## config.mk

```make
export PLATFORM = sky130hd
export DESIGN_NAME = wb_post_exerciser
export DESIGN_NICKNAME = d
export VERILOG_FILES = /design/src/rtl/wb_post_exerciser_pkg.sv /design/src/rtl/wb_master_xfer.sv /design/src/rtl/wb_post_exerciser.sv
export SDC_FILE = /design/constraint.sdc
export NUM_CORES = 1
export LEC_CHECK = 0
export ABC_AREA = 1
export BUFFER_PORTS_ARGS = -buffer_cell sky130_fd_sc_hd__buf_2
export CORE_UTILIZATION = 53
export DETAILED_ROUTE_END_ITERATION = 10
export GPL_TIMING_DRIVEN = 0
export PLACE_DENSITY = 0.92
export RECOVER_POWER = 25
export SETUP_SLACK_MARGIN = 0.3
export SLEW_MARGIN = 20
export SYNTH_ARGS = -nofsm -noshare
export SYNTH_HDL_FRONTEND = slang
export SYNTH_SLANG_ARGS = --single-unit
```

## constraint.sdc

```tcl
create_clock -name wb_clk_i -period 1.95 [get_ports wb_clk_i]
set_input_delay 0.585 -clock wb_clk_i [delete_from_list [all_inputs] [get_ports wb_clk_i]]
set_output_delay 0.585 -clock wb_clk_i [all_outputs]
set_load 0.02 [all_outputs]
```

## src/rtl/wb_post_exerciser_pkg.sv

```systemverilog
// Shared definitions for the POST/GPIO bus exerciser and the wb_switch I/O
// decode: sequencer state encoding, I/O base addresses and TGA encodings.
package wb_post_exerciser_pkg;

  typedef enum logic [1:0] {
    ST_IDLE    = 2'd0,
    ST_WR_POST = 2'd1,
    ST_RD_GPIO = 2'd2,
    ST_ERR     = 2'd3
  } seq_state_t;

  // Byte addresses in I/O space
  localparam logic [15:0] IO_POST_BASE = 16'h0080;
  localparam logic [15:0] IO_GPIO_BASE = 16'hF100;

  // Address-space tag carried on wb_tga
  localparam logic TGA_IO  = 1'b1;
  localparam logic TGA_MEM = 1'b0;

  // Byte-lane selects
  localparam logic [1:0] SEL_LO_BYTE = 2'b01;
  localparam logic [1:0] SEL_WORD    = 2'b11;

  // Byte I/O address to the 19-bit word address driven on wb_adr [19:1]
  function automatic logic [18:0] io_word_adr(input logic [15:0] byte_adr);
    return {4'b0000, byte_adr[15:1]};
  endfunction

endpackage

```

## src/rtl/wb_master_xfer.sv

```systemverilog
// Single-transfer Wishbone initiator with an ack watchdog. A start pulse while
// idle latches the bus fields and raises cyc/stb on the next edge; the
// transfer ends on ack (done) or when the watchdog expires (timeout).
module wb_master_xfer
  import wb_post_exerciser_pkg::*;
#(
  parameter int TIMEOUT = 64
) (
  input  logic        clk,
  input  logic        rst_n,
  input  logic        start,
  input  logic        we,
  input  logic        tga,
  input  logic [18:0] adr,
  input  logic [15:0] dat,
  input  logic [1:0]  sel,
  input  logic        wb_ack_i,
  output logic        wb_cyc_o,
  output logic        wb_stb_o,
  output logic        wb_we_o,
  output logic        wb_tga_o,
  output logic [18:0] wb_adr_o,
  output logic [15:0] wb_dat_o,
  output logic [1:0]  wb_sel_o,
  output logic        busy,
  output logic        done,
  output logic        timeout
);

  localparam int WD_W = (TIMEOUT > 1) ? $clog2(TIMEOUT) : 1;
  localparam logic [WD_W-1:0] WD_LAST = WD_W'(TIMEOUT - 1);

  logic            stb_reg;
  logic            we_reg;
  logic            tga_reg;
  logic [18:0]     adr_reg;
  logic [15:0]     dat_reg;
  logic [1:0]      sel_reg;
  logic [WD_W-1:0] wd_cnt_reg;

  logic ack_hit;
  logic wd_expire;

  // Ack only counts inside a strobe; an ack on the last watchdog cycle wins.
  assign ack_hit   = stb_reg & wb_ack_i;
  assign wd_expire = stb_reg & ~wb_ack_i & (wd_cnt_reg == WD_LAST);

  // Bus field registers and watchdog; fields are frozen for the whole strobe
  always_ff @(posedge clk or negedge rst_n) begin
    if (!rst_n) begin
      stb_reg    <= 1'b0;
      we_reg     <= 1'b0;
      tga_reg    <= 1'b0;
      adr_reg    <= '0;
      dat_reg    <= '0;
      sel_reg    <= '0;
      wd_cnt_reg <= '0;
    end else if (stb_reg) begin
      if (ack_hit || wd_expire) begin
        // Return the bus to an all-zero idle state
        stb_reg    <= 1'b0;
        we_reg     <= 1'b0;
        tga_reg    <= 1'b0;
        adr_reg    <= '0;
        dat_reg    <= '0;
        sel_reg    <= '0;
        wd_cnt_reg <= '0;
      end else begin
        wd_cnt_reg <= wd_cnt_reg + WD_W'(1);
      end
    end else if (start) begin
      stb_reg    <= 1'b1;
      we_reg     <= we;
      tga_reg    <= tga;
      adr_reg    <= adr;
      dat_reg    <= dat;
      sel_reg    <= sel;
      wd_cnt_reg <= '0;
    end
  end

  assign wb_cyc_o = stb_reg;
  assign wb_stb_o = stb_reg;
  assign wb_we_o  = we_reg;
  assign wb_tga_o = tga_reg;
  assign wb_adr_o = adr_reg;
  assign wb_dat_o = dat_reg;
  assign wb_sel_o = sel_reg;
  assign busy     = stb_reg;
  assign done     = ack_hit;
  assign timeout  = wd_expire;

endmodule

```

## src/rtl/wb_post_exerciser.sv

```systemverilog
// Bring-up bus master: every PERIOD cycles writes an incrementing POST code to
// the POST port, then reads the GPIO switch register. A slave that never
// acknowledges parks the sequencer in ERR until clr_err_i.
module wb_post_exerciser
  import wb_post_exerciser_pkg::*;
#(
  parameter logic [15:0] POST_ADDR = IO_POST_BASE,
  parameter logic [15:0] GPIO_ADDR = IO_GPIO_BASE,
  parameter int          PERIOD    = 12500,
  parameter int          TIMEOUT   = 64
) (
  input  logic        wb_clk_i,
  input  logic        wb_rst_n_i,
  input  logic        enable_i,
  input  logic        clr_err_i,
  input  logic [15:0] wb_dat_i,
  input  logic        wb_ack_i,
  output logic [15:0] wb_dat_o,
  output logic [18:0] wb_adr_o,
  output logic        wb_tga_o,
  output logic [1:0]  wb_sel_o,
  output logic        wb_we_o,
  output logic        wb_cyc_o,
  output logic        wb_stb_o,
  output logic [7:0]  postcode_o,
  output logic [15:0] gpio_o,
  output logic        busy_o,
  output logic        err_o
);

  localparam int                PER_W     = $clog2(PERIOD);
  localparam logic [PER_W-1:0]  PER_LAST  = PER_W'(PERIOD - 1);
  localparam logic [18:0]       POST_WADR = io_word_adr(POST_ADDR);
  localparam logic [18:0]       GPIO_WADR = io_word_adr(GPIO_ADDR);

  seq_state_t       state_reg, state_next;
  logic [PER_W-1:0] period_reg, period_next;
  logic [7:0]       postcode_reg, postcode_next;
  logic [15:0]      gpio_reg, gpio_next;
  logic             err_reg, err_next;

  logic        xfer_start;
  logic        xfer_we;
  logic [18:0] xfer_adr;
  logic [15:0] xfer_dat;
  logic [1:0]  xfer_sel;
  logic        xfer_busy;
  logic        xfer_done;
  logic        xfer_timeout;

  logic [7:0]  code_inc;
  logic [15:0] post_dat;

  // Next POST code wraps naturally at 8 bits and is replicated on both lanes
  assign code_inc = postcode_reg + 8'd1;

  for (genvar gi = 0; gi < 2; gi++) begin : g_post_lane
    assign post_dat[gi*8 +: 8] = code_inc;
  end

  // Sequencer and status registers
  always_ff @(posedge wb_clk_i or negedge wb_rst_n_i) begin
    if (!wb_rst_n_i) begin
      state_reg    <= ST_IDLE;
      period_reg   <= '0;
      postcode_reg <= '0;
      gpio_reg     <= '0;
      err_reg      <= 1'b0;
    end else begin
      state_reg    <= state_next;
      period_reg   <= period_next;
      postcode_reg <= postcode_next;
      gpio_reg     <= gpio_next;
      err_reg      <= err_next;
    end
  end

  // Next-state logic; a transfer is launched on the cycle after each state
  // entry because the engine only accepts start while its strobe is low.
  always_comb begin
    state_next    = state_reg;
    period_next   = period_reg;
    postcode_next = postcode_reg;
    gpio_next     = gpio_reg;
    err_next      = err_reg;
    xfer_start    = 1'b0;
    xfer_we       = 1'b0;
    xfer_adr      = '0;
    xfer_dat      = '0;
    xfer_sel      = '0;
    case (state_reg)
      ST_IDLE: begin
        if (enable_i) begin
          if (period_reg == PER_LAST) begin
            period_next = '0;
            state_next  = ST_WR_POST;
          end else begin
            period_next = period_reg + PER_W'(1);
          end
        end
      end
      ST_WR_POST: begin
        xfer_start = ~xfer_busy;
        xfer_we    = 1'b1;
        xfer_adr   = POST_WADR;
        xfer_dat   = post_dat;
        xfer_sel   = SEL_LO_BYTE;
        if (xfer_done) begin
          postcode_next = code_inc;
          // Dropping enable abandons the pending read
          state_next    = enable_i ? ST_RD_GPIO : ST_IDLE;
        end else if (xfer_timeout) begin
          err_next   = 1'b1;
          state_next = ST_ERR;
        end
      end
      ST_RD_GPIO: begin
        xfer_start = ~xfer_busy;
        xfer_we    = 1'b0;
        xfer_adr   = GPIO_WADR;
        xfer_sel   = SEL_WORD;
        if (xfer_done) begin
          gpio_next  = wb_dat_i;
          state_next = ST_IDLE;
        end else if (xfer_timeout) begin
          err_next   = 1'b1;
          state_next = ST_ERR;
        end
      end
      ST_ERR: begin
        if (clr_err_i) begin
          err_next    = 1'b0;
          period_next = '0;
          state_next  = ST_IDLE;
        end
      end
      default: state_next = ST_IDLE;
    endcase
  end

  wb_master_xfer #(
    .TIMEOUT (TIMEOUT)
  ) u_xfer (
    .clk      (wb_clk_i),
    .rst_n    (wb_rst_n_i),
    .start    (xfer_start),
    .we       (xfer_we),
    .tga      (TGA_IO),
    .adr      (xfer_adr),
    .dat      (xfer_dat),
    .sel      (xfer_sel),
    .wb_ack_i (wb_ack_i),
    .wb_cyc_o (wb_cyc_o),
    .wb_stb_o (wb_stb_o),
    .wb_we_o  (wb_we_o),
    .wb_tga_o (wb_tga_o),
    .wb_adr_o (wb_adr_o),
    .wb_dat_o (wb_dat_o),
    .wb_sel_o (wb_sel_o),
    .busy     (xfer_busy),
    .done     (xfer_done),
    .timeout  (xfer_timeout)
  );

  assign postcode_o = postcode_reg;
  assign gpio_o     = gpio_reg;
  assign err_o      = err_reg;
  assign busy_o     = xfer_busy;

endmodule

```

==> summary.md <==
| Metric | Value |
|---|---|
| Grt total ovfl | 0 |
| Routed len/inst | 13.34 um |
| DRC | 0 |
| Worst vdd ir | 0.0009553 V |
| Cell row count | 28 |
| Worst setup EP type | register |
| H-tree levels | 3 |
| FMAX | between 500 and 600 MHz |
| Reg power frac | around 33% |
| Worst Max-Slew Pin Slew | about 0.74 ns |
| Async S/R FF share, synth | between 90% and 100% |
| Critical path arrival | between 1.5 and 2 ns |
| I/O Pins | 88 |
| Hold Crit Class | input pin to asynchronous set/reset pin |
| Cell with the most instances after synthesis | nand2_1 |
| Mapped Area | about 0.0032 mm^2 |
| Final Cell Area | between 0.004 and 0.005 mm^2 |
| Worst-path clk slew | ~0.07 ns |
| Final GP Congestion | around 0.89 |
| Critical path depth | 7 |
| Final Max Slew Viols | 0 |
| Top post-synthesis cells by count | nand2_1, dfrtp_1, inv_1 |
| Worst-Skew Late Latency | 0.34 ns |
| Power Density | around 1500 mW/mm^2 |
| Reg-to-reg slack, setup | about 0.26 ns |
| Hold Buf Count CTS | 0 |
| Crit path max-delay family | simple AND/OR/NAND/NOR gates |
| Primary FF master, synth | dfrtp_1 |
| Post-Route Setup TNS | 0 ns |
| Syn Area/Cell | roughly 8.4 um^2 |
| Internal Pwr Total | 3.454 mW |
| Most frequent CP cell | nor2_1 |
| Leak | around 2.2 nW |
| Count of final setup violators | 0 |
| Met1 usage | roughly 28% |
| Met3 Usage GRT | between 5 and 6% |
| Initial Util | between 50% and 60% |
| Critical path, cell by cell | ha_2 > nor2_1 > nor2_4 > buf_6 > nand2_1 > xor2_1 > nor2_1 |
| Slew Limit Headroom | just over 50% |
| Number of buffers added on ports | 74 |
| Via count | about 3000 |
| First-pass GRT wire length | 11680 um |
| Crit path kind | register to register |
| CTS tree | built |
| RSZ-0062 raised after global routing | true |
| Final wirelength | 7562 um |
| Ratio of cells with drive above 1 in the final layout | between 30% and 40% |
| CP Max Fanout | 5 |
| Outcome | complete, no violations |
| N_diodes | 0 |
| Overall Global Routing Usage | a little under a quarter |
| Reg2Reg Depth | 7 |
| Synth top area cells | dfrtp_1, nand2_1, buf_4, mux2_2, inv_1 |
| P_sw | roughly 2.7 mW |
| Most Used Layer, Global Route | met2 |
| Data required time of the critical path | between 2 and 2.5 ns |
| Fin. Hold Viols | 0 |
| Post-detail-place hpwl | 4916 um |
| M2 GR Usage | between 40% and 50% |
| Clk Tree Root Cell | clkbuf_8 |
| Final Net Count | between 500 and 600 |
| Clock power frac | 17.9% |
| Comb power frac | 49.0% |
| Buf/Inv on CP | 1 |
| Synth Warn # | 0 |
| DRT iter0 DRCs | around 180 |
| CTS Buf Count | 9 |
| Die H | roughly 80 um |
| Final setup margin | about 0.26 ns |
| Clock Sinks | 61 |
| Area delta synth->final | 25.81% |
| Largest net degree at the start of global routing | between 60 and 70 |
| Minimum clock period | between 1.5 and 2 ns |
| Initial DRT Pass Iterations | 6 |
| CORE AREA | 0.005921 mm^2 |
| Post-place instance area | 0.003755 mm^2 |
| Slowest stage delay, CP | between 0.4 and 0.5 ns |
| Die area | between 0.006 and 0.007 mm^2 |
| Via/cell ratio | about 5.2 |
| Sequential share of the synthesized area | a little under half |
| Number of enable flip-flop cells after synthesis | 0 |
| Crit share post-route | just under 90% |
| Synth top area share | roughly 47% |
| Cells after synthesis | roughly 380 |
| Slowest CP cell | dfrtp_2 |
| Number of global-route vias before repair | between 2000 and 3000 |
| Pre-CTS setup slack | about 0.085 ns |
| Area leader, netlist | dfrtp_1 |
| Max reg flops | 16 |
| Sw frac | between 40 and 50% |
| MaxCap Viol Count | 0 |
| Initial antenna violation count | 0 |
| Critical Path Source Type | register |
| Post-route ant nets | 0 |
| Synth cell types | 29 |
| Synth Register Bits | between 60 and 70 |
| Die span in x | about 80 um |
| Clock buffer depth | 2 |
| Clk_skew | roughly 0.01 ns |
path summary, 6_finish.rpt:
path                                      from              endpoint
worst min-delay path                wb_rst_n_i  u_xfer.wd_cnt_reg[2]
worst max register to register    state_reg[0]         period_reg[3]
max in group asynchronous           wb_rst_n_i         period_reg[4]
min in group wb_clk_i           u_xfer.wb_we_o        u_xfer.wb_we_o
worst min register to register  u_xfer.wb_we_o        u_xfer.wb_we_o
worst max-delay path              state_reg[0]         period_reg[3]
stage by stage:
stage | hold WS [ns] | util [%] | power [mW] | instances
3_3_place_gp | 0.4489 | 63.38 | 4.558 | 545
3_5_place_dp | 0.4538 | 63.42 | 4.694 | 545
4_1_cts | 0.3313 | 67.88 | 5.992 | 565
6_report | 0.2966 | 68.91 | 6.193 | 567
2_1_floorplan | 0.2894 | - | 3.877 | 396
5_1_grt | 0.3719 | 68.91 | 6.547 | 567
routing by layer:
metal | routed length, um | vias up
met1 | 3017 | 1383
met3 | 489 | 28
li1 | - | 1389
met4 | 199 | 0
met2 | 3855 | 146
met5 | 0 | -
final cells by class:
type	count	area (um^2)
inverters	43	161.4
fillers	416	1841
repair buffers	80	434.2
clock inverters	6	63.81
multi-input cells	260	1413
clock buffers	10	127.6
plain buffers	32	255.2
well taps	75	93.84
flip-flops and latches	61	1531
power by group through the flow:
| stage | Sequential [mW] | Combinational [mW] | Clock [mW] |
|---|---|---|---|
| 2_1_floorplan | 2.41 | 1.47 | 0 |
| 3_3_place_gp | 2.02 | 2.54 | 0 |
| 3_5_place_dp | 2.05 | 2.64 | 0 |
| 4_1_cts | 2.03 | 2.85 | 1.11 |
| 5_1_grt | 2.11 | 3.28 | 1.16 |
| 6_report | 2.05 | 3.03 | 1.11 |
cells in the final DEF (no fill, tap or decap):
| master | Yosys | layout |
|---|---|---|
| nand2_1 | 105 | 102 |
| buf_2 | 1 | 68 |
| dfrtp_1 | 61 | 57 |
| buf_4 | 29 | 39 |
| inv_1 | 42 | 37 |
| nor2_1 | 33 | 29 |
| nand3_1 | 24 | 24 |
| o21ai_0 | 19 | 17 |
| mux2_2 | 16 | 16 |
| conb_1 | 1 | 13 |
| nand4_1 | 9 | 9 |
| clkbuf_8 | 0 | 9 |
| xor2_1 | 7 | 7 |
| inv_2 | 1 | 6 |
| buf_6 | 2 | 5 |
| o21ai_1 | 3 | 5 |
| ha_1 | 9 | 5 |
| nor2_2 | 4 | 4 |
| nand2_2 | 1 | 4 |
| nor2_4 | 0 | 4 |
| dfrtp_2 | 0 | 4 |
| nor3_1 | 3 | 3 |
| a31oi_1 | 3 | 3 |
| ha_2 | 0 | 3 |
| nand3b_1 | 2 | 2 |
| a21oi_1 | 2 | 2 |
| clkinvlp_4 | 0 | 2 |
| clkinv_2 | 0 | 2 |
| nand3_2 | 1 | 1 |
| nor4_1 | 1 | 1 |
| o22ai_1 | 1 | 1 |
| xnor2_1 | 1 | 1 |
| a21oi_2 | 1 | 1 |
| or2_2 | 1 | 1 |
| nand2_4 | 1 | 1 |
| ha_4 | 0 | 1 |
| clkbuf_1 | 0 | 1 |
| bufinv_16 | 0 | 1 |
| clkinv_4 | 0 | 1 |
what timing repair did:
| action | in CTS | in global routing |
|---|---|---|
| cloned | 1 | 0 |
| endpoints found under the setup margin | 30 | 38 |
| setup buffers | 3 | 2 |
| pin swaps | 1 | 2 |
| gates resized for setup | 15 | 23 |
logic make-up after synthesis:
logic type	count (synthesis)	share of synthesized area [%]
adder cells (fa/ha/maj)	9	3.472
buffers and inverters	75	12.54
flip-flops	61	47.07
multiplexers	16	5.555
AND/OR/NAND/NOR	185	24.34
AO/OA/AOI/OAI	29	4.745
XOR/XNOR	8	2.161
other	1	0.1156
Note: power is estimated with default switching activity, not from simulation.
